$ cat src/rtl/keypad_entry.sv
// rtl/keypad_entry.sv - 4x3 keypad scanner, debouncer and BCD number assembler
// Optional build macro: KEYPAD_BACKSPACE_EN (A deletes newest digit instead of clearing entry).
module keypad_entry #(
    parameter int DIGITS   = 2,
    parameter int SCAN_DIV = 4,
    parameter int DEBOUNCE = 16
) (
    input  logic                  clk,
    input  logic                  rstn,
    input  logic [2:0]            keyboard_cols,
    output logic [3:0]            keyboard_rows,
    output logic [4*DIGITS-1:0]   num_data,
    output logic                  num_valid,
    input  logic                  num_ready,
    output logic                  start_game,
    output logic                  locked,
    output logic [4*DIGITS-1:0]   entry_digits,
    output logic [2:0]            entry_count
);

    localparam int W  = 4 * DIGITS;
    localparam int SW = (SCAN_DIV > 2) ? $clog2(SCAN_DIV) : 1;
    localparam int DW = (DEBOUNCE > 2) ? $clog2(DEBOUNCE) : 1;

    localparam logic [3:0] KEY_A = 4'd10;
    localparam logic [3:0] KEY_B = 4'd11;

    typedef enum logic [1:0] {
        ST_SCAN,
        ST_PRESS_DB,
        ST_HELD,
        ST_RELEASE_DB
    } state_t;

    state_t          state_q;
    logic [3:0]      rows_q;
    logic [2:0]      col_q;
    logic [SW-1:0]   slot_q;
    logic [DW-1:0]   db_q;

    logic [W-1:0]    num_data_q;
    logic            num_valid_q;
    logic            start_game_q;
    logic            locked_q;
    logic [W-1:0]    entry_q;
    logic [2:0]      count_q;

    logic            cols_onehot;
    logic            slot_last;
    logic            db_last;
    logic            accept;
    logic [3:0]      key_code;
    logic [W-1:0]    shifted_d;
    logic [2:0]      count_inc_d;

    assign cols_onehot = (keyboard_cols == 3'b100) || (keyboard_cols == 3'b010) ||
                         (keyboard_cols == 3'b001);
    assign slot_last   = (slot_q == SW'(SCAN_DIV - 1));
    assign db_last     = (db_q == DW'(DEBOUNCE - 1));
    assign accept      = (state_q == ST_PRESS_DB) && (keyboard_cols == col_q) && db_last;
    assign shifted_d   = (entry_q << 4) | W'(key_code);
    assign count_inc_d = count_q + 3'd1;

    // Key code from the frozen row drive and the latched column: 0-9 digits, 10 = A, 11 = B.
    always_comb begin
        key_code = 4'd0;
        case ({rows_q, col_q})
            7'b1000_100: key_code = 4'd1;
            7'b1000_010: key_code = 4'd2;
            7'b1000_001: key_code = 4'd3;
            7'b0100_100: key_code = 4'd4;
            7'b0100_010: key_code = 4'd5;
            7'b0100_001: key_code = 4'd6;
            7'b0010_100: key_code = 4'd7;
            7'b0010_010: key_code = 4'd8;
            7'b0010_001: key_code = 4'd9;
            7'b0001_100: key_code = KEY_A;
            7'b0001_010: key_code = 4'd0;
            7'b0001_001: key_code = KEY_B;
            default:     key_code = 4'd0;
        endcase
    end

    always_ff @(posedge clk) begin
        if (!rstn) begin
            state_q <= ST_SCAN;
            rows_q  <= 4'b1000;
            col_q   <= 3'b000;
            slot_q  <= '0;
            db_q    <= '0;
        end else begin
            case (state_q)
                ST_SCAN: begin
                    if (slot_last) begin
                        slot_q <= '0;
                        if (cols_onehot) begin
                            col_q   <= keyboard_cols;
                            db_q    <= '0;
                            state_q <= ST_PRESS_DB;
                        end else begin
                            rows_q <= {rows_q[0], rows_q[3:1]};
                        end
                    end else begin
                        slot_q <= slot_q + 1'b1;
                    end
                end
                ST_PRESS_DB: begin
                    // A bounce rescans the same row from the start of its slot.
                    if (keyboard_cols != col_q) begin
                        state_q <= ST_SCAN;
                        slot_q  <= '0;
                        db_q    <= '0;
                    end else if (db_last) begin
                        state_q <= ST_HELD;
                        db_q    <= '0;
                    end else begin
                        db_q <= db_q + 1'b1;
                    end
                end
                ST_HELD: begin
                    if (keyboard_cols == 3'b000) begin
                        state_q <= ST_RELEASE_DB;
                        db_q    <= '0;
                    end
                end
                ST_RELEASE_DB: begin
                    if (keyboard_cols != 3'b000) begin
                        state_q <= ST_HELD;
                        db_q    <= '0;
                    end else if (db_last) begin
                        state_q <= ST_SCAN;
                        rows_q  <= {rows_q[0], rows_q[3:1]};
                        slot_q  <= '0;
                        db_q    <= '0;
                    end else begin
                        db_q <= db_q + 1'b1;
                    end
                end
                default: begin
                    state_q <= ST_SCAN;
                    rows_q  <= 4'b1000;
                    slot_q  <= '0;
                    db_q    <= '0;
                end
            endcase
        end
    end

    always_ff @(posedge clk) begin
        if (!rstn) begin
            num_data_q   <= '0;
            num_valid_q  <= 1'b0;
            start_game_q <= 1'b0;
            locked_q     <= 1'b0;
            entry_q      <= '0;
            count_q      <= 3'd0;
        end else begin
            start_game_q <= 1'b0;
            if (num_valid_q && num_ready) begin
                num_valid_q <= 1'b0;
            end
            if (accept && !locked_q) begin
                if (key_code <= 4'd9) begin
                    if (!num_valid_q && (count_q != 3'(DIGITS))) begin
                        if (count_inc_d == 3'(DIGITS)) begin
                            num_data_q  <= shifted_d;
                            num_valid_q <= 1'b1;
                            entry_q     <= '0;
                            count_q     <= 3'd0;
                        end else begin
                            entry_q <= shifted_d;
                            count_q <= count_inc_d;
                        end
                    end
                end else if (key_code == KEY_A) begin
                    if (!num_valid_q) begin
`ifdef KEYPAD_BACKSPACE_EN
                        if (count_q != 3'd0) begin
                            entry_q <= entry_q >> 4;
                            count_q <= count_q - 3'd1;
                        end
`else
                        entry_q <= '0;
                        count_q <= 3'd0;
`endif
                    end
                end else if (key_code == KEY_B) begin
                    if ((count_q == 3'd0) && !num_valid_q) begin
                        start_game_q <= 1'b1;
                        locked_q     <= 1'b1;
                    end
                end
            end
        end
    end

    assign keyboard_rows = rows_q;
    assign num_data      = num_data_q;
    assign num_valid     = num_valid_q;
    assign start_game    = start_game_q;
    assign locked        = locked_q;
    assign entry_digits  = entry_q;
    assign entry_count   = count_q;

endmodule

$ cat config.mk
export PLATFORM = sky130hd
export DESIGN_NAME = keypad_entry
export DESIGN_NICKNAME = d
export VERILOG_FILES = /design/src/rtl/keypad_entry.sv
export SDC_FILE = /design/constraint.sdc
export NUM_CORES = 1
export LEC_CHECK = 0
export CORE_MARGIN = 5
export CORE_UTILIZATION = 26
export CTS_CLUSTER_DIAMETER = 100
export DETAILED_ROUTE_END_ITERATION = 12
export GPL_ROUTABILITY_DRIVEN = 0
export HOLD_SLACK_MARGIN = 0.06
export PLACE_DENSITY_LB_ADDON = 0.05
export SLEW_MARGIN = 20
export SYNTH_ARGS = -nofsm -noshare
export SYNTH_HDL_FRONTEND = slang
export SYNTH_SLANG_ARGS = --single-unit
$ cat constraint.sdc
create_clock -name clk -period 3.3 [get_ports clk]
set_clock_uncertainty 0.1 [all_clocks]
set_input_delay 0.33 -clock clk [delete_from_list [all_inputs] [get_ports clk]]
set_output_delay 0.33 -clock clk [all_outputs]
set_load 0.02 [all_outputs]
After elaboration in Yosys (flattened, before gate mapping)
Cells that the tools add are included.
{ "totals": {"reg_bits": 37, "input_bits": 6, "out_inout_bits": 26} }
{ "classes": {"addsub": 3, "n_lt_le_gt_ge": 1, "n_eq_ne": 36, "muxes": 41, "n_bitwise": 6, "n_reduce_logical": 26} }
{ "ops": {"columns": ["operator", "count"], "rows": [
  ["$pmux W4 S11", 1],
  ["$mux W4", 10],
  ["$mux W8", 5],
  ["$eq A7 B5 Y1 const B", 3],
  ["$eq A7 B6 Y1 const B", 3],
  ["$eq A7 B7 Y1 const B", 3],
  ["$mux W2", 10],
  ["$pmux W4 S4", 1],
  ["$mux W3", 5],
  ["$reduce_and A5 Y1", 3],
  ["$eq A7 B4 Y1 const B", 2],
  ["$eq A4 B4 Y1 const B", 3],
  ["$ne A2 B2 Y1 const B", 6],
  ["$reduce_and A4 Y1", 3],
  ["$or A8 B4 Y8", 1],
  ["$pmux W2 S4", 1],
  ["$pmux W4 S2", 1],
  ["$eq A2 B2 Y1 const B", 3],
  ["$eq A3 B2 Y1 const B", 2],
  ["$logic_and A1 B1 Y1", 6],
  ["$logic_not A3 Y1", 2],
  ["$mux W1", 6],
  ["$ne A2 B1 Y1 const B", 3],
  ["$ne A3 B2 Y1 const B", 2],
  ["other kinds (19)", 28]
]} }

Longest topological paths before layout
Gate-level depths: netlist (run 1).
{ "logic_depth": {"word_depth": 6, "mapped_depth": 8, "depth_no_buf": 7} }

Worst setup path before layout (run 1)
No wires, ideal clock.
{ "synth_path": {"kind": "flip-flop to flip-flop", "startpoint": "reg rows_q[3] (netlist: keyboard_rows[3])", "endpoint": "reg count_q[1] (netlist: entry_count[1])", "setup_ns": 0.087, "arrival_time_ns": 1.946, "slack_ns": 1.167, "path_stages_with_launch": 8, "n_path_buf": 2, "synth_period_minus_slack_ns": 2.133, "path_cell_list": "dfxtp_1 -> buf_6 -> or2_1 -> or4_4 -> a2111oi_4 -> buf_6 -> nand3_1 -> o31ai_1"} }
{ "synth_between": {"elab_chain_cells": 5, "elab_cells_between_ends": 19, "classes_between": "order compare (1); eq/ne (14); mux (2); reduce/logical (2)"} }
{ "synth_lines": {"columns": ["element", "line", "rtl"], "rows": [
  ["start: declaration", "36", "logic [3:0] rows_q;"],
  ["start signal: assignment", "101", "rows_q <= {rows_q[0], rows_q[3:1]};"],
  ["start signal: assignment", "132", "rows_q <= {rows_q[0], rows_q[3:1]};"],
  ["$eq A7 B4 Y1 (tied with other cells)", "67", "case ({rows_q, col_q})"],
  ["$pmux W4 S11 *", "67", null],
  ["$le A4 B4 Y1 / $eq A4 B4 Y1 (equally long branches)", "163, 175", null],
  ["$ne A2 B1 Y1 (no source line) / $reduce_bool A2 Y1 (equally long branches)", null, null],
  ["$reduce_and A4 Y1 (no source line)", null, null],
  ["end signal: assignment", "172", "count_q <= count_inc_d;"],
  ["end: declaration", "46", "logic [2:0] count_q;"]
]} }
Mark *: on every way between the ends. The rest lies on a longest branch, timed or not.
A chain may end at the register's enable or synchronous reset.

Worst setup path in the final report (run 1)
{ "layout_path": {"startpoint": "reg db_q[0]", "endpoint": "reg num_data_q[6] (netlist: num_data[6])"} }
{ "layout_between": {"elab_chain_cells": 4} }
{ "layout_lines": {"columns": ["element", "line", "rtl"], "rows": [
  ["start: declaration", "39", "logic [DW-1:0] db_q;"],
  ["start signal: assignment", "117", "db_q <= db_q + 1'b1;"],
  ["start signal: assignment", "136", "db_q <= db_q + 1'b1;"],
  ["$eq A4 B4 Y1", "59", "assign db_last = (db_q == DW'(DEBOUNCE - 1));"],
  ["$logic_and A1 B1 Y1", "60", "assign accept = (state_q == ST_PRESS_DB) && (keyboard_cols == col_q) && db_last;"],
  ["$logic_and A1 B1 Y1", "162", "if (accept && !locked_q) begin"],
  ["$reduce_and A4 Y1 (no source line)", null, null],
  ["end signal: assignment", "166", "num_data_q <= shifted_d;"],
  ["end: declaration", "41", "logic [W-1:0] num_data_q;"]
]} }
No other way between the ends.

==> out/metrics.csv, run 1 <==
metric,value,unit
status,finished clean,
grt_pass1_vias,1547,
power.leakage,0.8543,nW
seq_area_frac_synth,38.22,%
relSlewSlack,46.16,%
fmax,442.1,MHz
clock-sinks,37,
setup_viol,0,
final_nets,264,
crit_required,3350,ps
fin_crit,2262,ps
clockBufferDepth,2,
dieHeight,96.34,um
use_met1,15.27,%
drv_slew,0,
cts-buffers-inserted,5,
synth_warnings,0,
hold_buffers,0,
core-area,0.007253,mm2
end_kind,register,
num_io_pins,32,
max-cap-violations,0,
grt_util_met2,17.60,%
syn_inst,226,
detail-route-antenna-nets,0,
grt_max_degree,23,
critPathMaxStageDelay,440,ps
ys_ff_latch,37,
clkTransAtPathRegs,70,ps
syn_avg_cell_area,8.576,um2
grt_util_met3,2.893,%
synth_top_area_cell,dfxtp_1,
wire_per_inst,13.84,um
synthFlopType,dfxtp_1,
row_count,31,
cp.depth,7,
hold_viol,0,
post_cts_resized,0,
clockRootBuffer,clkbuf_8,
overflow,0,
final_common_cell,dfxtp_1,
synth_fp_nets,238,
synth.area.top_cells,"dfxtp_1 38%, mux2i_1 7.7%, nor2_1 5.0%",
crit_chain,ha_1 -> nand3_1 -> or3_1 -> nor4b_2 -> buf_4 -> mux2i_1 -> nor2_1,
cts_tree,done,
remaining_drc_errors,0,
crit_path_max_fanout,9,
io_buffers,31,
netlist.area_leader.share,38.22,%
wl,4.858,mm
post_drt_via_cell_ratio,4.650,
post_cts_buffers,0,
path_delay_family,simple AND/OR/NAND/NOR gates,
setup-tns-final,0,ps
crit_arrival,2310,ps
timing.hold.ws,357.3,ps
syn_area,0.001938,mm2
worstMarginPinSlew,806.7,ps
syn_to_final_growth,24.34,%
dieArea,0.009281,mm2
rsz0062_at_grt,false,
grt_pass1_wl,8.031,mm
rr_worst_depth,7,
min_period_over_period,68.55,%
placed_cell_area,0.002323,mm2
start_util,26.72,%
async_flop_share,0,%
synth_edf_count,0,
diodes,0,
clk_latency,280,ps
grt-busiest-layer,met2,
antenna_found_initial,0,
htree_levels,2,
max-vdd-ir-drop,0.1374,mV
finalInstanceArea,0.002410,mm2
power-per-cell-area,352.9,mW/mm2
start_kind,register,
hold_class,register to register,
first_pass_iters,5,
critPathBufInv,1,
dp_hpwl,3.481,mm
drt-initial-drc-count,59,
grt_usage,11.36,%
crit_slowest_cell,or3_1,
drive_above_1_share,6.349,%
hold_path_depth,2,
vias,1632,
worst-setup-path-type,register to register,
final_cell_mix,"37 x dfxtp_1, 31 x clkdlybuf4s50_1, 26 x nor2_1, 19 x nand2_1, 19 x o21ai_0",
die_w,96.34,um
p_total,0.0008504,W
ys_types,44,
[worst reg2reg max path: cells and delay by family, from the launching register on]
family	cells	cell delay [ps]
and+or+nand+nor	4	990
buffers and inverters	1	250
muxes	1	220
adders and majority gates	1	220
DFF	1	360
[Yosys cell counts (4+ instances only)]
master	number
inv_1	5
nand3_1	14
nor4b_1	4
xor2_1	4
nor2_1	26
clkbuf_1	9
xnor2_1	4
ha_1	6
nand2_1	19
or3_1	4
buf_2	5
o21ai_0	19
nand2b_1	4
dfxtp_1	37
mux2i_1	15
a21oi_1	5
[metal layers]
layer | routed length (um) | vias up
met4 | 67 | 0
met1 | 2420 | 762
li1 | - | 845
met5 | 0 | -
met2 | 2188 | 20
met3 | 181 | 5
[through the flow]
stage | utilization (%) | std cells | setup slack [ps]
final | 33.22 | 351 | 1038
after global routing | 33.22 | 351 | 724.6
after CTS | 33.22 | 351 | 1013
after detailed placement | 32.03 | 344 | 744.2
after global placement | 32.03 | 344 | 708.4
after floorplan | - | 226 | 1167
[cells by family after synthesis]
kind of cell / Yosys count / synth area share (%)
compound gates: 42 / 14.72
xor+xnor: 8 / 3.615
fa+ha+maj: 6 / 3.873
buf+inv: 22 / 5.745
flops: 37 / 38.22
mux: 15 / 7.747
simple gates: 96 / 26.08
[report_power, final]
part / switching, W / internal, W / total, W
Sequential: 0.00000985 / 0.000453 / 0.000463
Combinational: 0.0000349 / 0.0000294 / 0.0000643
Clock: 0.000158 / 0.000166 / 0.000323
[flip-flops by register name, indices dropped and copies added, names as in the netlist]
| name | count |
|---|---|
| keyboard_rows | 4 |
| start_game | 1 |
| num_data | 8 |
| state_q | 2 |
| entry_digits | 8 |
| slot_q | 2 |
| locked | 1 |
| db_q | 4 |
| col_q | 3 |
| entry_count | 3 |
| num_valid | 1 |
[path summary, 6_finish.rpt]
path,from,endpoint,slack (ps)
worst max-delay path,db_q[0]$_SDFFE_PN0P_,num_data[6]$_SDFFE_PN0P_,1040
worst min-delay path,entry_digits[5]$_SDFFE_PN0P_,entry_digits[5]$_SDFFE_PN0P_,360
worst max register to register,db_q[0]$_SDFFE_PN0P_,num_data[6]$_SDFFE_PN0P_,1040
worst min register to register,entry_digits[5]$_SDFFE_PN0P_,entry_digits[5]$_SDFFE_PN0P_,360
[cell type report]
class | count | area (um2)
fillers | 783 | 4843
inverters | 5 | 18.77
flip-flops and latches | 37 | 740.7
multi-input cells | 167 | 1092
clock buffers | 7 | 86.33
repair buffers | 36 | 347.8
well taps | 99 | 123.9
Power figures use the tool's default switching activity.
==> inputs of run 2 (changes only) <==
==> constraint.sdc (replaced) <==
create_clock -name clk -period 2.2 [get_ports clk]
set_clock_uncertainty 0.1 [all_clocks]
set_input_delay 0.22 -clock clk [delete_from_list [all_inputs] [get_ports clk]]
set_output_delay 0.22 -clock clk [all_outputs]
set_load 0.02 [all_outputs]
==> run 2 against run 1 <==
Combinational power is 90% higher; register-to-register slack got worse by 920 ps; worst hold slack better by 7.3 ps; critical path depth unchanged; critical path type unchanged; largest power group unchanged.
==> out/metrics.csv, run 2 (synthesis gave the netlist of run 1 again) <==
metric,value,unit,change
clk_latency,290,ps,about the same
worstMarginPinSlew,443.2,ps,-363.5 ps
max-vdd-ir-drop,0.2226,mV,+62%
fmax,479.1,MHz,+8.4%
crit_slowest_cell,or4_4,,
final_nets,285,,+8.0%
relSlewSlack,70.23,%,+24 points
diodes,0,,unchanged
row_count,31,,unchanged
dieHeight,96.34,um,unchanged
setup_viol,0,,unchanged
cts-buffers-inserted,5,,unchanged
start_kind,register,,
first_pass_iters,4,,-1
power-per-cell-area,538.7,mW/mm2,+53%
grt_usage,11.57,%,+0.21 points
crit_chain,xnor2_1 -> or4_4 -> a2111oi_4 -> buf_4 -> buf_12 -> nand3_1 -> o31ai_1,,
crit_required,2310,ps,-1040 ps
final_cell_mix,"35 x dfxtp_1, 31 x clkdlybuf4s50_1, 26 x nor2_1, 22 x buf_4",,
dp_hpwl,3.796,mm,+9.1%
hold_viol,0,,unchanged
clkTransAtPathRegs,90,ps,+20 ps
htree_levels,2,,unchanged
syn_to_final_growth,38.35,%,
antenna_found_initial,0,,unchanged
wire_per_inst,13.64,um,-1.4%
num-fill-cells,774,,-1.1%
drive_above_1_share,16.42,%,+10 points
final_common_cell,dfxtp_1,,
max-cap-violations,0,,unchanged
setup_slack,113.0,ps,-924.9 ps
vias,1721,,+5.5%
min_period_over_period,94.87,%,+26 points
hold_buffers,0,,unchanged
num_io_pins,32,,unchanged
multi_input_area,0.001124,mm2,+2.9%
die_w,96.34,um,unchanged
io_buffers,31,,unchanged
wl,5.088,mm,+4.7%
clockBufferDepth,2,,unchanged
finalCoreUtilization,36.97,%,+3.7 points
power.leakage,1.003,nW,+17%
regArea,743.2,um2,+0.34%
critPathMaxStageDelay,550,ps,+110 ps
cts_tree,done,,
dpl_worst_slack,-20.98,ps,-765.2 ps
core-area,0.007253,mm2,unchanged
crit_path_max_fanout,10,,+1
grt_pass1_vias,1594,,+3.0%
drt-initial-drc-count,37,,-37%
end_kind,register,,
crit_arrival,2200,ps,-110 ps
grt_pass1_wl,8.114,mm,+1.0%
clockRootBuffer,clkbuf_8,,
dieArea,0.009281,mm2,unchanged
setup-tns-final,0,ps,unchanged
drv_slew,0,,unchanged
clock-sinks,37,,unchanged
post_drt_via_cell_ratio,4.614,,-0.77%
worst-setup-path-type,register to register,,
fin_crit,2087,ps,-175.1 ps
hold_class,register to register,,
remaining_drc_errors,0,,unchanged
critPathBufInv,2,,+1
path_delay_family,simple AND/OR/NAND/NOR gates,,
overflow,0,,unchanged
detail-route-antenna-nets,0,,unchanged
start_util,26.72,%,unchanged
p_total,0.001444,W,+70%
grt_max_degree,21,,-8.7%
status,finished clean,,
## run 2: cell types whose count changed in the layout (fill, tap and decap cells not counted), moves of 2 or more
cell     previous run  this run
dfxtp_2             0         2
buf_12              0         2
dfxtp_1            37        35
buf_4               5        22
## run 2: cell type report
cell class,count,share of cell area (%)
clock inverter,2,1.400
inverter,5,0.7000
timing repair buffer,57,20.58
tap,99,4.620
clock buffer,6,3.080
sequential,37,27.72
multi-input combinational,167,41.90
## run 2: worst paths after layout
kind                                        startpoint                     endpoint  slack (ps)  cells past startpoint
worst max-delay path             col_q[0]$_SDFFE_PN0P_  entry_count[1]$_SDFFE_PN0P_         110                      7
worst min register to register  slot_q[1]$_SDFFE_PN0P_       slot_q[1]$_SDFFE_PN0P_         360                      2
worst min-delay path            slot_q[1]$_SDFFE_PN0P_       slot_q[1]$_SDFFE_PN0P_         360                      2
worst max register to register   col_q[0]$_SDFFE_PN0P_  entry_count[1]$_SDFFE_PN0P_         110                      7
## run 2: per-stage QoR
stage	cells	cell area [um2]	hold slack [ps]
final	373	2681	364.6
after detailed placement	363	2491	356.3
after CTS	371	2611	369.2
after global placement	363	2491	353.0
after global routing	373	2681	396.2
after floorplan	226	1938	268.7
## run 2: tightest hold or removal path, cell delays in order (launching register included)
cell     delay [ps]
dfxtp_1         320
nand2_1          50
a21oi_1          50
## run 2: per-layer routing
| layer | vias to the layer above | track usage (%) | wire length (um) |
|---|---|---|---|
| met4 | 0 | 3.855 | 65 |
| li1 | 890 | - | - |
| met5 | - | 0 | 0 |
| met3 | 6 | 2.815 | 175 |
| met2 | 19 | 18.40 | 2409 |
| met1 | 806 | 15.26 | 2437 |
## run 2: power by group
| group | leakage, nW | internal (W) | total, W | switching, W |
|---|---|---|---|---|
| clock network | 0.0574 | 0.000369 | 0.000637 | 0.000268 |
| registers | 0.300 | 0.000679 | 0.000686 | 0.00000657 |
| logic | 0.646 | 0.0000574 | 0.000122 | 0.0000644 |
| total | 1.00 | 0.00111 | 0.00144 | 0.000339 |
## run 2: repair_timing
item                                    4_1_cts  5_1_grt
endpoints found under the setup margin        0        9
buffers inserted                              0        1
resized for setup                             0        8
==> inputs of run 3 (changes only) <==
--- a/config.mk
+++ b/config.mk
@@ -5,7 +5,7 @@
 export SDC_FILE = /design/constraint.sdc
 export NUM_CORES = 1
 export LEC_CHECK = 0
-export CORE_MARGIN = 5
+export CORE_MARGIN = 3
 export CORE_UTILIZATION = 26
 export CTS_CLUSTER_DIAMETER = 100
 export DETAILED_ROUTE_END_ITERATION = 12
==> run 3 against run 2 <==
Non-clock buffer count is the same; total power shrank 7.7%; wire length shrank 2.0%; first-iteration DRC count grew 110%; critical path type unchanged; critical endpoint unchanged.
==> out/metrics.csv, run 3 (synthesis gave the netlist of run 1 again) <==
metric,value,unit,change
regArea,740.7,um2,-0.34%
r2r_end,entry_count[1]$_SDFFE_PN0P_,,
setup-tns-final,0,ps,unchanged
grt_pass1_vias,1610,,+1.0%
end_kind,register,,
worst-setup-path-type,register to register,,
max-cap-violations,0,,unchanged
grt_pass1_wl,7.983,mm,-1.6%
start_util,27.61,%,+0.89 points
drt-initial-drc-count,78,,+110%
placed_cells,362,,-0.28%
hp-start,entry_digits[5]$_SDFFE_PN0P_,,
wl,4.984,mm,-2.0%
layoutNonFillerInstCount,370,,-0.80%
dieArea,0.008527,mm2,-8.1%
hold_path_depth,2,,unchanged
die_w,92.34,um,-4.2%
syn_to_final_growth,34.86,%,
cts-buffers-inserted,5,,unchanged
detail-route-antenna-nets,0,,unchanged
min_period_over_period,94.35,%,-0.51 points
final_nets,285,,unchanged
wire_per_inst,13.47,um,-1.2%
grt_max_degree,21,,unchanged
timing.hold.ws,361.4,ps,-3.110 ps
antenna_found_initial,0,,unchanged
row_count,30,,-3.2%
hold_path_end,entry_digits[5]$_SDFFE_PN0P_,,
first_pass_iters,4,,unchanged
start_kind,register,,
core-area,0.007019,mm2,-3.2%
clockBufferDepth,2,,unchanged
num_io_pins,32,,unchanged
clockRootBuffer,clkbuf_8,,
cts_tree,done,,
remaining_drc_errors,0,,unchanged
worstMarginPinSlew,538.6,ps,+95.37 ps
drive_above_1_share,14.96,%,-1.5 points
r2r_slack,120,ps,about the same
post_drt_via_cell_ratio,4.611,,about the same
fmax,481.7,MHz,+0.54%
setup_viol,0,,unchanged
final_cell_mix,"37 x dfxtp_1, 31 x clkdlybuf4s50_1, 26 x nor2_1, 24 x buf_4, 19 x nand2_1",,
clk_latency,290,ps,about the same
grt_usage,11.83,%,+0.27 points
hold_viol,0,,unchanged
rsz0062_at_grt,true,,
hold_class,register to register,,
crit_required,2300,ps,about the same
diodes,0,,unchanged
num-fill-cells,760,,-1.8%
status,finished clean,,
fin_crit,2076,ps,-11.27 ps
htree_levels,2,,unchanged
dp_hpwl,3.785,mm,-0.30%
crit_path_max_fanout,20,,+10
vias,1706,,-0.87%
max-vdd-ir-drop,0.2597,mV,+17%
power.leakage,0.9867,nW,-1.7%
multi_input_area,0.001111,mm2,-1.1%
final_common_cell,dfxtp_1,,
io_buffers,31,,unchanged
power-per-cell-area,510.2,mW/mm2,-5.3%
drv_slew,0,,unchanged
clkTransAtPathRegs,80,ps,about the same
rr_startpoint,keyboard_rows[2]$_SDFFE_PN0P_,,
dieHeight,92.34,um,-4.2%
critPathLaunch,keyboard_rows[2]$_SDFFE_PN0P_,,
crit_arrival,2180,ps,-20 ps
rr_worst_depth,6,,-1
overflow,0,,unchanged
clock-sinks,37,,unchanged
relSlewSlack,63.88,%,-6.3 points
-- run 3: where the power goes --
part,internal (W),switching [W]
registers,0.000679,0.00000667
clock network,0.000283,0.000244
logic,0.0000565,0.0000642
total,0.00102,0.000315
-- run 3: how the worst max path moves through the flow --
stage                                                to  slack (ps)  depth (start not counted)
after floorplan             entry_count[1]$_SDFFE_PN0P_          70                          7
after global placement    keyboard_rows[3]$_SDFFE_PN1P_        -130                          6
after detailed placement  keyboard_rows[0]$_SDFFE_PN0P_        -160                          6
after CTS                      num_data[5]$_SDFFE_PN0P_          50                          7
after global routing        entry_count[1]$_SDFFE_PN0P_          -6                          6
final                       entry_count[1]$_SDFFE_PN0P_         120                          6
-- run 3: what timing repair did --
item                                    CTS  global route
setup buffers                             0             0
resized for setup                         0             5
endpoints found under the setup margin    0            11
hold endpoints to repair                  0             0
hold buffers                              0             0
-- run 3: final cells by class --
| type | count | share of cell area (%) |
|---|---|---|
| clock buffer | 7 | 3.686 |
| clock inverter | 1 | 0.1915 |
| inverter | 5 | 0.7180 |
| multi-input combinational | 167 | 42.51 |
| sequential | 37 | 28.34 |
| tap | 96 | 4.595 |
| timing repair buffer | 57 | 19.96 |
-- run 3: worst max-delay path: stages, from the launching register on --
cell and delay, ps:
dfxtp_1 310, or2_1 260, or4_4 580, a2111oi_4 370, buf_12 190, nand3_1 80, o31ai_1 80
-- run 3: stage by stage --
step / cell area, um2 / power, W / setup slack (ps) / utilization [%]
2_1_floorplan: 1938 / 0.0007780 / 66.78 / -
3_3_place_gp: 2490 / 0.0008237 / -133.6 / 35.47
3_5_place_dp: 2490 / 0.0008230 / -159.8 / 35.47
4_1_cts: 2591 / 0.001363 / 54.52 / 36.92
5_1_grt: 2614 / 0.001398 / -6.292 / 37.24
6_report: 2614 / 0.001334 / 124.2 / 37.24
-- run 3: routing by layer --
layer | up-vias | wire length, um | track usage [%]
li1 | 889 | - | -
met1 | 794 | 2399 | 15.37
met2 | 21 | 2400 | 19.76
met3 | 2 | 146 | 2.518
met4 | 0 | 38 | 3.342
met5 | - | 0 | 0
